### config.mk
export PLATFORM = sky130hd
export DESIGN_NAME = decoder_layer_sched
export DESIGN_NICKNAME = d
export VERILOG_FILES = /design/src/rtl/decoder_layer_sched_pkg.sv /design/src/rtl/decoder_layer_sched.sv
export SDC_FILE = /design/constraint.sdc
export NUM_CORES = 1
export LEC_CHECK = 0
export ABC_AREA = 1
export BUFFER_PORTS_ARGS = -buffer_cell sky130_fd_sc_hd__buf_2
export CAP_MARGIN = 10
export CORE_AREA = 2 2 64 66
export DETAILED_ROUTE_END_ITERATION = 10
export DIE_AREA = 0 0 66 68
export SYNTH_ARGS = -nofsm -noshare
export SYNTH_HDL_FRONTEND = slang
export SYNTH_SLANG_ARGS = --single-unit
### constraint.sdc
create_clock -name clk -period 2.85 [get_ports clk]
set_clock_uncertainty 0.1 [all_clocks]
set_input_delay 0.855 -clock clk [delete_from_list [all_inputs] [get_ports clk]]
set_output_delay 0.855 -clock clk [all_outputs]
set_load 0.01 [all_outputs]
### src/rtl/decoder_layer_sched_pkg.sv
// -----------------------------------------------------------------------------
// decoder_layer_sched_pkg
//   Shared definitions for the layered LDPC decoder scheduler: default
//   geometry constants and the scheduler FSM state encoding.
//   No ports; imported by decoder_layer_sched.
// -----------------------------------------------------------------------------
package decoder_layer_sched_pkg;

  // Default decoder geometry
  localparam int DEF_LAYERS    = 2;   // layers per iteration (1 or 2)
  localparam int DEF_ADDRWIDTH = 5;   // row-block address width
  localparam int DEF_ADDRDEPTH = 20;  // row-block addresses per layer
  localparam int DEF_MAXITER   = 8;   // decoding iterations per frame
  localparam int DEF_ITERBITS  = 4;   // iteration counter width

  // Scheduler FSM states
  typedef enum logic [1:0] {
    IDLE = 2'd0,  // waiting for a frame start
    READ = 2'd1,  // streaming one layer of reads to the row unit
    WAIT = 2'd2,  // draining write-backs before the next layer
    FIN  = 2'd3   // one-cycle end-of-frame
  } state_t;

endpackage : decoder_layer_sched_pkg

### src/rtl/decoder_layer_sched.sv
// -----------------------------------------------------------------------------
// decoder_layer_sched
//   Layer/iteration scheduler for a layered LDPC decoder. For each frame it
//   issues ADDRDEPTH reads per layer, LAYERS layers per iteration, MAXITER
//   iterations. Between layers it stalls until every write-back of the
//   current layer has returned, so the next layer never reads stale LLRs.
//
// Ports
//   clk             : clock
//   rst             : synchronous active-low reset
//   start           : frame start request (sampled in IDLE only)
//   wren            : LLR write-back strobe from the row unit
//   rden_LLR_regin  : LLR-memory read enable
//   rdlayer_regin   : layer index of the current read
//   rdaddress_regin : read address
//   rden_E          : E-memory read enable (read enable delayed one cycle,
//                     suppressed during iteration 0)
//   busy            : frame in progress
//   done            : one-cycle end-of-frame pulse
//   iter            : current iteration index (holds after the frame)
// -----------------------------------------------------------------------------
module decoder_layer_sched
  import decoder_layer_sched_pkg::*;
#(
  parameter int LAYERS    = DEF_LAYERS,
  parameter int ADDRWIDTH = DEF_ADDRWIDTH,
  parameter int ADDRDEPTH = DEF_ADDRDEPTH,
  parameter int MAXITER   = DEF_MAXITER,
  parameter int ITERBITS  = DEF_ITERBITS
) (
  input  logic                 clk,
  input  logic                 rst,
  input  logic                 start,
  input  logic                 wren,
  output logic                 rden_LLR_regin,
  output logic                 rdlayer_regin,
  output logic [ADDRWIDTH-1:0] rdaddress_regin,
  output logic                 rden_E,
  output logic                 busy,
  output logic                 done,
  output logic [ITERBITS-1:0]  iter
);

  localparam logic [ADDRWIDTH-1:0] LAST_ADDR  = ADDRWIDTH'(ADDRDEPTH - 1);
  localparam logic [ADDRWIDTH:0]   WR_TARGET  = (ADDRWIDTH + 1)'(ADDRDEPTH);
  localparam logic                 LAST_LAYER = 1'(LAYERS - 1);
  localparam logic [ITERBITS-1:0]  LAST_ITER  = ITERBITS'(MAXITER - 1);

  state_t                state_q, state_d;
  logic [ADDRWIDTH-1:0]  addr_q, addr_d;
  logic                  layer_q, layer_d;
  logic [ITERBITS-1:0]   iter_q, iter_d;
  logic [ADDRWIDTH:0]    wcnt_q, wcnt_d;
  logic [ADDRWIDTH:0]    wcnt_inc;

  logic                  rden_q, rden_d;
  logic                  rdlayer_q, rdlayer_d;
  logic [ADDRWIDTH-1:0]  rdaddr_q, rdaddr_d;
  logic                  rden_e_q, rden_e_d;
  logic                  busy_q, busy_d;
  logic                  done_q, done_d;

  // ---------------------------------------------------------------------------
  // Next-state and output logic
  // ---------------------------------------------------------------------------
  always_comb begin
    // NOTE: every variable gets a default before the case so no path leaves
    // one unassigned; an unassigned path would infer a latch.
    state_d = state_q;
    addr_d  = addr_q;
    layer_d = layer_q;
    iter_d  = iter_q;
    wcnt_d  = wcnt_q;

    // Write-back count including this cycle's strobe; the WAIT exit test uses
    // it so a strobe on the exit edge is counted before the clear.
    wcnt_inc = wcnt_q + (ADDRWIDTH + 1)'(wren);

    case (state_q)
      IDLE: begin
        if (start) begin
          state_d = READ;
          addr_d  = '0;
          layer_d = 1'b0;
          iter_d  = '0;
          wcnt_d  = '0;
        end
      end

      READ: begin
        wcnt_d = wcnt_inc;
        if (addr_q == LAST_ADDR) begin
          state_d = WAIT;
          addr_d  = '0;
        end else begin
          addr_d = addr_q + 1'b1;
        end
      end

      WAIT: begin
        wcnt_d = wcnt_inc;
        if (wcnt_inc == WR_TARGET) begin
          wcnt_d = '0;
          if (layer_q == LAST_LAYER) begin
            if (iter_q == LAST_ITER) begin
              state_d = FIN;
            end else begin
              layer_d = 1'b0;
              iter_d  = iter_q + 1'b1;
              state_d = READ;
            end
          end else begin
            layer_d = layer_q + 1'b1;
            state_d = READ;
          end
        end
      end

      FIN:     state_d = IDLE;
      default: state_d = IDLE;
    endcase

    // Outputs are registered from the next-state values so that, in any
    // cycle, the registered read strobe/address/layer match state_q/addr_q.
    rden_d    = (state_d == READ);
    rdaddr_d  = addr_d;
    rdlayer_d = layer_d;
    busy_d    = (state_d == READ) || (state_d == WAIT);
    done_d    = (state_d == FIN);

    // E memory is read one cycle behind the LLR read to line up with the row
    // unit's input register; it holds nothing useful in iteration 0.
    rden_e_d  = rden_q && (iter_q != '0);
  end

  // ---------------------------------------------------------------------------
  // State and output registers
  // ---------------------------------------------------------------------------
  always_ff @(posedge clk) begin
    // NOTE: sequential state uses non-blocking assignments so every flop
    // samples the pre-edge values, independent of statement order.
    if (!rst) begin
      // NOTE: all flops here are control/output state and must come up
      // known, so each is reset; there is no storage array to exempt.
      state_q   <= IDLE;
      addr_q    <= '0;
      layer_q   <= 1'b0;
      iter_q    <= '0;
      wcnt_q    <= '0;
      rden_q    <= 1'b0;
      rdlayer_q <= 1'b0;
      rdaddr_q  <= '0;
      rden_e_q  <= 1'b0;
      busy_q    <= 1'b0;
      done_q    <= 1'b0;
    end else begin
      state_q   <= state_d;
      addr_q    <= addr_d;
      layer_q   <= layer_d;
      iter_q    <= iter_d;
      wcnt_q    <= wcnt_d;
      rden_q    <= rden_d;
      rdlayer_q <= rdlayer_d;
      rdaddr_q  <= rdaddr_d;
      rden_e_q  <= rden_e_d;
      busy_q    <= busy_d;
      done_q    <= done_d;
    end
  end

  assign rden_LLR_regin  = rden_q;
  assign rdlayer_regin   = rdlayer_q;
  assign rdaddress_regin = rdaddr_q;
  assign rden_E          = rden_e_q;
  assign busy            = busy_q;
  assign done            = done_q;
  assign iter            = iter_q;

endmodule : decoder_layer_sched

==> flow_summary.toml <==
[setup_path]
r2r_end = "busy$_SDFF_PN0_"
crit_chain = "buf_2, ha_1, ha_1, or2_2, nor2_4, nand2_2, nor2_4, nand4_1, nand3_1, nand2_1, ha_1, nor2_1"
worstPathArrival_ns = 2.72
reg2reg_from = "wcnt_q[0]$_SDFFE_PN0P_"
critPathCaptureType = "flop"
cp.required_ns = 2.94
crit_top_cell = "ha_1"
critPathSlowestCell = "or2_2"
path_buf_inv = 1
cpLargestDelayFamily = "simple AND/OR/NAND/NOR gates"
crit_type = "input pin to flop"
reg2regPathDepth = 11
worst-r2r-setup-slack_ns = 0.60
crit_path_max_incr_delay_ns = 0.32
critical_path_peak_fanout = 4
start_kind = "input pin"

[timing]
fin_ws_ns = 0.2206
tightest_slew_ns = 0.4549
fmax_mhz = 380.3
hold_ws_ns = 0.3678
fin_tns_setup_ns = 0
timing_hold_violations_final = 0
period_needed_ns = 2.629
setup_viol = 0
rsz0062_at_grt = "false"
finalCritPeriodShare_pct = 92.26
slew_violations = 0
max_slew_margin_pct = 69.67

[synth]
synth_xor_area_share_pct = 1.375
synth_edf_count = 0
post_synth_num_cell_types = 28
synthCells = 178
synth_top_cell_by_area = "dfxtp_1"
ys.flop_type = "dfxtp_1"
async_flop_share_pct = 0
synth_area_leaders = "dfxtp_1 (35%), nand2_1 (12%), ha_1 (9.8%)"
synthMuxAreaShare_pct = 0
synth_compound_area_share_pct = 11.79
synth_common_cells = "nand2_1 (41), inv_1 (23), dfxtp_1 (22)"
syn-cell-area_um2 = 1274
synth_top_area_share_pct = 34.58
syn-num-nets = 192
synth_simple_gate_area_share_pct = 33.89
yosysMostFrequentCell = "nand2_1"
synthAdderAreaFrac_pct = 9.823
yosysSeqAreaShare_pct = 34.58
synth.avg_cell_area_um2 = 7.156
ys_ff_latch = 22
yosys_warnings = 0
synth_top_family_by_area = "simple AND/OR/NAND/NOR gates"

[die]
io-pin-count = 18
num_rows = 23
core_um2 = 3856
die_area_um2 = 4488
fp.dieW_um = 66
die_h_um = 68
initial_core_util_pct = 33.03

[global_routing]
grt_pass1_wl_um = 4540
grt_max_degree = 13
grt_pass1_vias = 1071
grt_overflow = 0
grt_antenna_before_repair = 0
grt.total_usage_pct = 12.93

[clock_tree]
clk_pin_slew_ns = 0.08
cts_made_buffers = 3
cts_tree = "done"
clock_path_buffers = 2
clock_latency_ns = 0.26
holdBufCountCts = 0
post_cts_buffers = 0
htreeDepth = 1
cts_resized = 0
root_buffer = "clkbuf_8"
clkSinkCount = 22

[finish]
fin_area_um2 = 1488
drive_above_1_share_pct = 18.41
final_nets = 216
area_delta_synth_final_pct = 16.80
utilization_pct = 38.58
num_antenna_cells = 0

[placed_design]
placed_area_um2 = 1433
dp_hpwl_um = 2003
pre_cts_ws_ns = -0.06708
gp_congestion = 0.7889
io_buffers = 17

[routing]
routedWlPerCell_um = 10.25
drtAntennaViolNets = 0
dr.pass1.iters = 4
wl_um = 2573
vias = 1158
drcViolationCount = 0
via_per_inst = 4.614
drtIter0Drc = 29

[power_and_ir_drop]
leakagePower_nw = 0.6878
peakVddDrop_uv = 403.2
powerDensity_nw_per_um2 = 885.0

[min_path]
min_to = "rden_E$_SDFF_PN0_"
hold_class = "flop to flop"
min_path_cells = 2
min-delay-start = "rden_LLR_regin$_SDFF_PN0_"

[run_status]
status = "complete, no violations"

[job]
maxCapViolCount = 0
-- cell type report --
type | count | area, um2
multi-input combinational | 130 | 724.4
clock buffer | 4 | 55.05
timing repair buffer | 21 | 115.1
fill | 437 | 2369
tap | 50 | 62.56
inverter | 24 | 90.09
sequential | 22 | 440.4
-- flip-flops by register name (all words and copies together) (netlist names) --
name and cells:
done 1, wcnt_q 6, rdlayer_regin 1, busy 1
rden_LLR_regin 1, rdaddress_regin 5, state_q 2, rden_E 1
iter 4
-- cells in the final DEF (no fill, tap or decap), types with 2 or more instances in the layout --
cell / instances
nand4_1: 5
o21ai_0: 4
nand2_1: 41
nand3_1: 11
dfxtp_1: 22
or2_2: 2
nand2_2: 3
a22oi_1: 2
a21oi_1: 17
clkbuf_8: 4
nor3_1: 3
nor2_4: 2
buf_2: 17
nor2_1: 19
ha_1: 10
buf_4: 4
inv_1: 23
-- worst min-delay path: cells and delay by family, from the launching register on --
family / cells / cell delay [ns]
compound gates: 1 / 0.05
flops: 1 / 0.31
simple gates: 1 / 0.06
-- worst max path at each step --
stage               depth (start not counted)  from              end  slack, ns
finish                                     12  wren  busy$_SDFF_PN0_       0.22
global route                               13  wren  busy$_SDFF_PN0_       0.08
CTS                                        12  wren  busy$_SDFF_PN0_       0.21
detailed placement                         12  wren  busy$_SDFF_PN0_      -0.07
global placement                           12  wren  busy$_SDFF_PN0_      -0.02
floorplan                                  11  wren  busy$_SDFF_PN0_       0.14
-- power breakdown --
group	switching, mW	internal [mW]	total [mW]
sequential	0.0487	0.372	0.420
combinational	0.419	0.253	0.671
clock	0.102	0.123	0.225
-- metrics by stage --
step           std cells  power [mW]
2_1_floorplan        178      0.9384
3_3_place_gp         247       1.104
3_5_place_dp         247       1.105
4_1_cts              251       1.335
5_1_grt              251       1.466
6_report             251       1.317
-- per-layer routing --
layer	global-route usage [%]	wire length, um	vias to the layer above
li1	-	-	623
met1	16.93	1265	513
met2	21.46	1172	17
met3	2.303	96	5
met4	4.592	38	0
met5	0	0	-
-- cells by family after synthesis --
family / count (synthesis)
simple gates: 91
compound gates: 27
buf+inv: 26
flops: 22
fa+ha+maj: 10
xor+xnor: 2
(Power assumes the default switching activity.)
